===== config.mk =====
export PLATFORM = sky130hd
export DESIGN_NAME = tdm_link_flat
export DESIGN_NICKNAME = d
export VERILOG_FILES = /design/src/rtl/tdm_pkg.sv /design/src/rtl/tdm_link_if.sv /design/src/rtl/tdm_link_rx.sv /design/src/rtl/tdm_link.sv /design/src/flat_wrapper.sv
export SDC_FILE = /design/constraint.sdc
export NUM_CORES = 1
export LEC_CHECK = 0
export CAP_MARGIN = 30
export CORE_UTILIZATION = 50
export DETAILED_ROUTE_END_ITERATION = 16
export GPL_ROUTABILITY_DRIVEN = 0
export MAX_ROUTING_LAYER = met4
export PLACE_DENSITY_LB_ADDON = 0.1
export SKIP_CTS_REPAIR_TIMING = 1
export SLEW_MARGIN = 20
export SYNTH_ARGS = -nofsm -noshare
export SYNTH_HDL_FRONTEND = slang
export SYNTH_SLANG_ARGS = --single-unit

===== constraint.sdc =====
create_clock -name clk -period 2.5 [get_ports clk]
set_input_delay 0.5 -clock clk [delete_from_list [all_inputs] [get_ports clk]]
set_output_delay 0.5 -clock clk [all_outputs]
set_load 0.01 [all_outputs]

===== src/rtl/tdm_pkg.sv =====
//==============================================================================
// Module  : tdm_pkg
// Brief   : Shared types and the parity helper for the TDM serial link.
// Revision: 1.0 - initial release
//==============================================================================
`default_nettype none

package tdm_pkg;

    localparam int MAX_DW = 64;

    typedef enum logic [0:0] {
        HUNT = 1'b0,
        LOCK = 1'b1
    } rx_state_t;

    // Words narrower than MAX_DW are zero-extended, which leaves parity unchanged
    function automatic logic par_calc(input logic [MAX_DW-1:0] word, input logic odd);
        return (^word) ^ odd;
    endfunction

endpackage

`default_nettype wire


===== src/rtl/tdm_link_if.sv =====
//==============================================================================
// Module  : tdm_link_if
// Brief   : TX, RX and status signal bundle of the TDM link.
// Revision: 1.0 - initial release
//==============================================================================
`default_nettype none

interface tdm_link_if #(
    parameter int DW    = 8,
    parameter int NSLOT = 32,
    parameter int ERRW  = 8
);
    localparam int TSW = $clog2(NSLOT);

    logic            par_odd;
    logic [DW-1:0]   data_in;
    logic            load_req;
    logic [TSW-1:0]  ts_in;
    logic            sdata;
    logic            sync;
    logic            sdata_rx;
    logic            sync_rx;
    logic [DW-1:0]   data_out;
    logic [TSW-1:0]  ts_out;
    logic            out_valid;
    logic            par_err;
    logic [ERRW-1:0] err_cnt;
    logic            err_clr;
    logic            sync_lost;

    modport master (
        input  par_odd, data_in, sdata_rx, sync_rx, err_clr,
        output load_req, ts_in, sdata, sync, data_out, ts_out,
               out_valid, par_err, err_cnt, sync_lost
    );

    modport slave (
        output par_odd, data_in, sdata_rx, sync_rx, err_clr,
        input  load_req, ts_in, sdata, sync, data_out, ts_out,
               out_valid, par_err, err_cnt, sync_lost
    );

endinterface

`default_nettype wire


===== src/rtl/tdm_link_rx.sv =====
//==============================================================================
// Module  : tdm_link_rx
// Brief   : RX frame aligner, deserialiser, parity checker and error counter.
// Revision: 1.0 - initial release
//==============================================================================
`default_nettype none

module tdm_link_rx
    import tdm_pkg::*;
#(
    parameter int DW    = 8,
    parameter int NSLOT = 32,
    parameter int ERRW  = 8
) (
    input  wire                      clk,
    input  wire                      reset,
    input  wire                      par_odd_i,
    input  wire                      sdata_i,
    input  wire                      sync_i,
    input  wire                      err_clr_i,
    output logic [DW-1:0]            data_o,
    output logic [$clog2(NSLOT)-1:0] ts_o,
    output logic                     valid_o,
    output logic                     par_err_o,
    output logic [ERRW-1:0]          err_cnt_o,
    output logic                     sync_lost_o
);

    localparam int TSW = $clog2(NSLOT);
    localparam int BW  = $clog2(DW + 1);
    localparam logic [BW-1:0]  C_LAST_BIT  = BW'(DW);
    localparam logic [TSW-1:0] C_LAST_SLOT = TSW'(NSLOT - 1);

    rx_state_t       state_q;
    logic [BW-1:0]   bit_q;
    logic [TSW-1:0]  slot_q;
    logic [DW-1:0]   shreg_q;
    logic [DW-1:0]   shreg_d;
    logic            frame_start;
    logic [DW-1:0]   data_q;
    logic [TSW-1:0]  ts_q;
    logic            valid_q;
    logic            perr_q;
    logic [ERRW-1:0] err_q;

    always_comb begin
        frame_start = (bit_q == '0) && (slot_q == '0);
        shreg_d     = {shreg_q[DW-2:0], sdata_i};
    end

    always_ff @(posedge clk or posedge reset) begin
        if (reset) begin
            state_q <= HUNT;
            bit_q   <= '0;
            slot_q  <= '0;
            shreg_q <= '0;
            data_q  <= '0;
            ts_q    <= '0;
            valid_q <= 1'b0;
            perr_q  <= 1'b0;
        end else begin
            valid_q <= 1'b0;
            case (state_q)
                HUNT: begin
                    if (sync_i) begin
                        state_q <= LOCK;
                        shreg_q <= shreg_d;
                        bit_q   <= BW'(1);
                        slot_q  <= '0;
                    end
                end
                LOCK: begin
                    if (frame_start && !sync_i) begin
                        state_q <= HUNT;
                        bit_q   <= '0;
                        slot_q  <= '0;
                    end else if (sync_i) begin
                        // Sync anywhere re-anchors to bit 0 of slot 0; a partial slot is discarded
                        shreg_q <= shreg_d;
                        bit_q   <= BW'(1);
                        slot_q  <= '0;
                    end else if (bit_q == C_LAST_BIT) begin
                        valid_q <= 1'b1;
                        data_q  <= shreg_q;
                        ts_q    <= slot_q;
                        perr_q  <= par_calc(MAX_DW'(shreg_q), par_odd_i) ^ sdata_i;
                        bit_q   <= '0;
                        slot_q  <= (slot_q == C_LAST_SLOT) ? '0 : slot_q + TSW'(1);
                    end else begin
                        shreg_q <= shreg_d;
                        bit_q   <= bit_q + BW'(1);
                    end
                end
                default: state_q <= HUNT;
            endcase
        end
    end

    // Counts errors already visible on the outputs, so a clear in that cycle leaves exactly one
    always_ff @(posedge clk or posedge reset) begin
        if (reset) begin
            err_q <= '0;
        end else if (err_clr_i) begin
            err_q <= ERRW'(valid_q & perr_q);
        end else if (valid_q && perr_q && (err_q != '1)) begin
            err_q <= err_q + ERRW'(1);
        end
    end

    assign data_o      = data_q;
    assign ts_o        = ts_q;
    assign valid_o     = valid_q;
    assign par_err_o   = perr_q;
    assign err_cnt_o   = err_q;
    assign sync_lost_o = (state_q == HUNT);

endmodule

`default_nettype wire


===== src/rtl/tdm_link.sv =====
//==============================================================================
// Module  : tdm_link
// Brief   : TDM serial link top: inline TX serialiser plus the RX sub-block.
// Revision: 1.0 - initial release
//==============================================================================
`default_nettype none

module tdm_link
    import tdm_pkg::*;
#(
    parameter int DW    = 8,
    parameter int NSLOT = 32,
    parameter int ERRW  = 8
) (
    input  wire         clk,
    input  wire         reset,
    tdm_link_if.master  link
);

    localparam int TSW = $clog2(NSLOT);
    localparam int BW  = $clog2(DW + 1);
    localparam logic [BW-1:0]  C_LAST_BIT  = BW'(DW);
    localparam logic [TSW-1:0] C_LAST_SLOT = TSW'(NSLOT - 1);

    logic [BW-1:0]  tx_bit_q;
    logic [TSW-1:0] tx_slot_q;
    logic [DW-1:0]  tx_word_q;
    logic [DW-1:0]  tx_word_d;
    logic [DW-1:0]  tx_shift;
    logic           tx_sdata_d;
    logic           tx_sdata_q;
    logic           tx_sync_q;
    logic           tx_load_q;
    logic [TSW-1:0] tx_ts_q;

    // Counters name the bit about to be driven; every TX output is registered one edge later
    always_comb begin
        tx_word_d  = tx_load_q ? link.data_in : tx_word_q;
        tx_shift   = tx_word_d << tx_bit_q;
        tx_sdata_d = (tx_bit_q == C_LAST_BIT) ? par_calc(MAX_DW'(tx_word_d), link.par_odd)
                                              : tx_shift[DW-1];
    end

    always_ff @(posedge clk or posedge reset) begin
        if (reset) begin
            tx_bit_q   <= '0;
            tx_slot_q  <= '0;
            tx_word_q  <= '0;
            tx_sdata_q <= 1'b0;
            tx_sync_q  <= 1'b0;
            tx_load_q  <= 1'b0;
            tx_ts_q    <= '0;
        end else begin
            tx_word_q  <= tx_word_d;
            tx_sdata_q <= tx_sdata_d;
            tx_sync_q  <= (tx_bit_q == '0) && (tx_slot_q == '0);
            tx_load_q  <= (tx_bit_q == C_LAST_BIT);
            tx_ts_q    <= tx_slot_q;
            if (tx_bit_q == C_LAST_BIT) begin
                tx_bit_q  <= '0;
                tx_slot_q <= (tx_slot_q == C_LAST_SLOT) ? '0 : tx_slot_q + TSW'(1);
            end else begin
                tx_bit_q  <= tx_bit_q + BW'(1);
            end
        end
    end

    assign link.sdata    = tx_sdata_q;
    assign link.sync     = tx_sync_q;
    assign link.load_req = tx_load_q;
    assign link.ts_in    = tx_ts_q;

    tdm_link_rx #(
        .DW    (DW),
        .NSLOT (NSLOT),
        .ERRW  (ERRW)
    ) u_rx (
        .clk         (clk),
        .reset       (reset),
        .par_odd_i   (link.par_odd),
        .sdata_i     (link.sdata_rx),
        .sync_i      (link.sync_rx),
        .err_clr_i   (link.err_clr),
        .data_o      (link.data_out),
        .ts_o        (link.ts_out),
        .valid_o     (link.out_valid),
        .par_err_o   (link.par_err),
        .err_cnt_o   (link.err_cnt),
        .sync_lost_o (link.sync_lost)
    );

endmodule

`default_nettype wire


===== src/flat_wrapper.sv =====
// flat-port wrapper written by rule: the top's interface ports become plain ports
module tdm_link_flat import tdm_pkg::*;
#(
    parameter int DW    = 8,
    parameter int NSLOT = 32,
    parameter int ERRW  = 8
)
  (clk, reset, link_par_odd, link_data_in, link_sdata_rx, link_sync_rx, link_err_clr, link_load_req, link_ts_in, link_sdata, link_sync, link_data_out, link_ts_out, link_out_valid, link_par_err, link_err_cnt, link_sync_lost);
  tdm_link_if #(.DW(DW), .NSLOT(NSLOT), .ERRW(ERRW)) link_i ();
  input  wire clk;
  input  wire reset;
  input wire logic [$bits(link_i.par_odd)-1:0] link_par_odd;
  input wire logic [$bits(link_i.data_in)-1:0] link_data_in;
  input wire logic [$bits(link_i.sdata_rx)-1:0] link_sdata_rx;
  input wire logic [$bits(link_i.sync_rx)-1:0] link_sync_rx;
  input wire logic [$bits(link_i.err_clr)-1:0] link_err_clr;
  output wire logic [$bits(link_i.load_req)-1:0] link_load_req;
  output wire logic [$bits(link_i.ts_in)-1:0] link_ts_in;
  output wire logic [$bits(link_i.sdata)-1:0] link_sdata;
  output wire logic [$bits(link_i.sync)-1:0] link_sync;
  output wire logic [$bits(link_i.data_out)-1:0] link_data_out;
  output wire logic [$bits(link_i.ts_out)-1:0] link_ts_out;
  output wire logic [$bits(link_i.out_valid)-1:0] link_out_valid;
  output wire logic [$bits(link_i.par_err)-1:0] link_par_err;
  output wire logic [$bits(link_i.err_cnt)-1:0] link_err_cnt;
  output wire logic [$bits(link_i.sync_lost)-1:0] link_sync_lost;
  assign link_i.par_odd = link_par_odd;
  assign link_i.data_in = link_data_in;
  assign link_i.sdata_rx = link_sdata_rx;
  assign link_i.sync_rx = link_sync_rx;
  assign link_i.err_clr = link_err_clr;
  assign link_load_req = link_i.load_req;
  assign link_ts_in = link_i.ts_in;
  assign link_sdata = link_i.sdata;
  assign link_sync = link_i.sync;
  assign link_data_out = link_i.data_out;
  assign link_ts_out = link_i.ts_out;
  assign link_out_valid = link_i.out_valid;
  assign link_par_err = link_i.par_err;
  assign link_err_cnt = link_i.err_cnt;
  assign link_sync_lost = link_i.sync_lost;
  tdm_link #(.DW(DW), .NSLOT(NSLOT), .ERRW(ERRW)) u_core (.clk(clk), .reset(reset), .link(link_i));
endmodule

# Yosys cells after proc, flatten, opt, wreduce, memory -nomap -nowiden
# Cells that the tools add are included.
# Widths: inputs -> output; s select.
dict set report word_totals {
  n_memories 0
  output_inout_bits 32
  ramBits 0
  rom_bits 0
  ff_bits 66
  input_bits 14
  latchBits 0
}
dict set report op_classes {
  multipliers 0
  n_bitwise 7
  n_eq_ne 9
  shift 1
  order_cmp 0
  div 0
  n_reduce_logical 16
  n_addsub 5
  mux 29
}
# operator n
set ops {}
lappend ops {{$reduce_xor 64->1} 2}
lappend ops {{$mux 8} 7}
lappend ops {{$mux 5} 6}
lappend ops {{$mux 4} 5}
lappend ops {{$pmux 8 s2} 1}
lappend ops {{$add 5x1->5 const B} 2}
lappend ops {{$eq 5x5->1 const B} 2}
lappend ops {{$logic_not 5->1} 2}
lappend ops {{$pmux 5 s2} 1}
lappend ops {{$add 4x1->4 const B} 2}
lappend ops {{$add 8x1->8 const B} 1}
lappend ops {{$eq 4x4->1 const B} 2}
lappend ops {{$logic_not 4->1} 2}
lappend ops {{$ne 8x8->1 const B} 1}
lappend ops {{$pmux 4 s2} 1}
lappend ops {{$shl 8x4->8} 1}
lappend ops {{$mux 1} 7}
lappend ops {{$logic_and 1x1->1} 5}
lappend ops {{$ne 2x2->1 const B} 2}
lappend ops {{$ne 4x2->1 const B} 1}
lappend ops {{$reduce_and 4->1} 1}
lappend ops {{$ne 3x3->1 const B} 1}
lappend ops {{$not 1->1} 3}
lappend ops {{$reduce_and 3->1} 1}
lappend ops {{6 further kinds} 8}

# Logic depth before layout (Yosys ltp)
dict set report depth {
  depth_word 6
  mapped_depth 8
  depth_no_buf 7
}

# By module
# From an unflattened synthesis, not the netlist that was laid out.
dict set report hier_totals {
  hier_cells 258
  area_unflattened_um2 3171.8
}
# mod seq_area_each_um2 area_each_um2 n_inst cells_per_inst
set by_module_without_submodules {}
lappend by_module_without_submodules {tdm_link_rx 1026.0 1966.9 1 162}
lappend by_module_without_submodules {tdm_link 625.6 1204.9 1 96}

# Worst setup path before layout
# Ideal clock, no wire load.
dict set report synth_path {
  kind {register to register}
  start {register u_core.tx_load_q (netlist: u_core.link.load_req)}
  end {register u_core.tx_sdata_q (netlist: u_core.link.sdata)}
  setup_time_ns 0.133
  t_arrival_ns 1.767
  path_stages_with_launch 7
  t_required_ns 2.367
  path_slack_ns 0.600
  path_buffers 1
  path_cell_list {dfrtp_1 buf_6 mux2_2 mux2_2 mux4_2 clkinv_1 o22ai_1}
}
dict set report synth_via {
  elab_chain_len 4
  word_cells_on_any_way 5
}
# item line_no
set synth_lines {}
lappend synth_lines {{from (decl)} tdm_link.sv:33} ;# logic tx_load_q;
lappend synth_lines {{from (signal assigned)} tdm_link.sv:57} ;# tx_load_q <= (tx_bit_q == C_LAST_BIT);
lappend synth_lines {{$mux 8 (*)} tdm_link.sv:38} ;# tx_word_d = tx_load_q ? link.data_in : tx_word_q;
lappend synth_lines {{net u_core.tx_word_d[0]} tdm_link.sv:28} ;# logic [DW-1:0] tx_word_d;
lappend synth_lines {{$reduce_xor 64->1} tdm_pkg.sv:19} ;# return (^word) ^ odd;
lappend synth_lines {{$xor 1x1->1} tdm_pkg.sv:19}
lappend synth_lines {{$mux 1 (*)} tdm_link.sv:40} ;# tx_sdata_d = (tx_bit_q == C_LAST_BIT) ? par_calc(MAX_DW'(tx_word_d), link.par_odd)
lappend synth_lines {{net u_core.tx_sdata_d} tdm_link.sv:30} ;# logic tx_sdata_d;
lappend synth_lines {{to (signal assigned)} tdm_link.sv:55} ;# tx_sdata_q <= tx_sdata_d;
lappend synth_lines {{to (decl)} tdm_link.sv:31} ;# logic tx_sdata_q;
# The timed path passes the listed nets; every way through them passes the cells marked *.
# A chain may end at the register's enable or synchronous reset.

# Worst setup path after layout
dict set report layout_path {
  start {register u_core.tx_load_q (netlist: u_core.link.load_req)}
  end {output link_load_req}
}
# item line_no
set layout_lines {}
lappend layout_lines {{to (decl)} flat_wrapper.sv:17} ;# output wire logic [$bits(link_i.load_req)-1:0] link_load_req;
# No word-level cell between the ends.

==> impl_metrics.toml <==
[outcome]
status = "finished, final reports clean"

[cells_and_area]
finalInstanceArea_um2 = 3890
final_nets = 346
synthToLayoutAreaGrowth_pct = 25.5
drive_above_1_share_pct = 19.3
antennaDiodeCount = 0
fin_util_pct = 65.4

[logic_synthesis]
synth_most_common_cell = "dfrtp_1"
synth_seq_cells = 66
synth_common_cells = "dfrtp_1, mux2_2, nand2_1, xnor2_1"
yosysWarnings = 0
synth_top_cell_area_share_pct = 53.2
yosys.cell_types.count = 39
yosys.area_share.simple_pct = 11.5
syn_inst = 264
synth.mux.area_fraction_pct = 14.4
syn_area_per_cell_um2 = 11.8
synth_compound_area_share_pct = 5.93
synth_flop_cell = "dfrtp_1"
synth_top_family_by_area = "multiplexers"
synthArstFlopShare_pct = 100
synth_edf_count = 0
synth_xor_area_share_pct = 7.78
synthTopCellsByArea = "dfrtp_1, mux2_2, xnor2_1, ha_1, nand2_1"
synth-seq-area-share_pct = 53.2
yosysTopAreaCell = "dfrtp_1"
synth_fp_nets = 289
syn_area_um2 = 3100
yosys.area_share.adder_pct = 4.44

[setup_path]
critPathKind = "reg -> out"
cp-end-kind = "primary output"
critPathLaunchType = "flip-flop"
cpMaxStageDelayCell = "dfrtp_1"
reg2regPathDepth = 5
r2r_start = "u_core.link.load_req"
path_max_fanout = 14
cpPeakStageDelay_ns = 0.70
cp.required_ns = 2.00
r2r_slack_ns = 0.42
path_cells = "clkdlybuf4s50_1"
cp.buffers_inverters = 1
cpLargestDelayFamily = "flip-flops"
startpoint = "u_core.link.load_req"
worst-path-stages = 1
endpoint = "link_load_req"
crit-reg2reg-capture = "u_core.link.sdata"
crit_arrival_ns = 1.68

[cts]
clock_path_buffers = 2
htree_num_levels = 3
insertion_delay_ns = 0.33
path_clk_slew_ns = 0.07
tritoncts = "yes"
clock_sinks = 66
cts_root_buf = "clkbuf_8"
numCtsBuffers = 9

[run]
maxCapViolations = 0

[sta]
maxSlewHeadroom_pct = 62.8
slew_violations = 0
finalHoldWorstSlack_ns = 0.437
period_share_pct = 87.2
max_freq_mhz = 459
fin_skew_ns = 0.00443
worst_pin_slew_ns = 0.558
finalSetupViolations = 0
layout_setup_ws_ns = 0.319
finalHoldViolations = 0
finalSetupTns_ns = 0
post-route-min-period_ns = 2.18
rsz0062_at_grt = "false"

[placement]
portBuffers = 45
dp_hpwl_um = 3930
dp_slack_ns = 0.268
placed_area_um2 = 3680

[drt]
wl_per_cell_um = 13.8
num_vias = 2064
wl_met1_um = 2610
drt_iter0_markers = 80
met2_length_um = 2630
routed_via_density = 5.15
ant_nets = 0
wl_met3_um = 188
wl_um = 5530
highest_layer = "met4"
dr.pass1.iters = 4
drcViolationCount = 0

[hold_path]
hold_path.class = "reg -> reg"

[floorplanning]
fp.dieArea_um2 = 6520
fp-row-count = 28
die_w_um = 80.8
die_h_um = 80.8
start_util_pct = 52.1
core_um2 = 5960
ios = 46

[grt]
grt_pass1_wl_um = 9510
grt_pass1_vias = 2016
antenna_found_initial = 0
grt_util_all_layers_pct = 20.4
gr-total-overflow = 0
grt_max_degree = 51

[power]
ir_worst_vdd_mv = 0.514
power_density_nw_per_um2 = 798
p_leak_nw = 1.71
## state kept, by name, summed over array words and instances, names as in the netlist
signal / count
u_core.u_rx.data_o: 8
u_core.tx_bit_q: 4
u_core.u_rx.bit_q: 4
u_core.link.sync: 1
u_core.u_rx.slot_q: 5
u_core.u_rx.par_err_o: 1
u_core.u_rx.state_q: 1
u_core.u_rx.shreg_q: 8
u_core.u_rx.err_cnt_o: 8
u_core.u_rx.valid_o: 1
u_core.tx_slot_q: 5
u_core.tx_word_q: 8
u_core.u_rx.ts_o: 5
u_core.link.sdata: 1
u_core.link.load_req: 1
u_core.link.ts_in: 5
## stage by stage
step | std cells | power [mW]
2_1_floorplan | 264 | 1.93
3_3_place_gp | 385 | 2.16
3_5_place_dp | 385 | 2.19
4_1_cts | 401 | 3.15
5_1_grt | 401 | 3.31
6_report | 401 | 3.11
## worst min-delay path by stage
stage,start,end,slack [ns],cells after the start
final,u_core.tx_slot_q[1],u_core.link.ts_in[1],0.44,0
after global routing,u_core.tx_slot_q[1],u_core.link.ts_in[1],0.47,0
after CTS,u_core.tx_slot_q[1],u_core.link.ts_in[1],0.44,0
after detailed placement,u_core.tx_slot_q[1],u_core.link.ts_in[1],0.42,0
after global placement,u_core.tx_slot_q[4],u_core.link.ts_in[4],0.42,0
after floorplan,u_core.tx_slot_q[4],u_core.link.ts_in[4],0.39,0
## cell type report
class	instances	area (um2)
Fill cell	474	2060
Tap cell	75	93.8
Timing Repair Buffer	51	508
Multi-Input combinational cell	177	1360
Inverter	16	60.1
Sequential cell	66	1650
Clock buffer	15	186
Clock inverter	1	30.0
## cells by family (layout without fill, tap and decap cells)
family	count (synthesis)	after routing
compound gates	31	31
xor+xnor	26	26
fa+ha+maj	11	11
buf+inv	21	83
flops	66	66
mux	39	39
simple gates	70	70
## placed cells by master (no fill, tap or decap), drive strengths merged, types with 3 or more instances in the layout
cell type      synthesis  layout
nand3b                 3       3
a21oi                  8       8
nand2b                 5       5
mux2                  34      34
o21ai                 16      16
inv                   15      15
and3                   3       3
xnor2                 18      18
nand3                  9       9
dfrtp                 66      66
nor2                  15      15
clkbuf                 2      15
nor3                   4       4
or3                    3       3
xor2                   7       7
nand2                 20      20
clkdlybuf4s50          0      45
buf                    3       6
ha                    11      11
mux2i                  4       4
## where the power goes
| part | leakage (nW) | total (mW) | internal, mW | switching [mW] |
|---|---|---|---|---|
| clock | 0.110 | 0.948 | 0.571 | 0.377 |
| combinational | 0.752 | 0.796 | 0.453 | 0.344 |
| sequential | 0.845 | 1.36 | 1.21 | 0.149 |
## routing by layer
| layer | global-route usage, % | up-vias |
|---|---|---|
| li1 | - | 1018 |
| met1 | 25.7 | 1006 |
| met2 | 31.1 | 32 |
| met3 | 5.39 | 8 |
| met4 | 8.57 | 0 |
| met5 | - | - |
No activity file was read; power rests on OpenSTA's default activity.
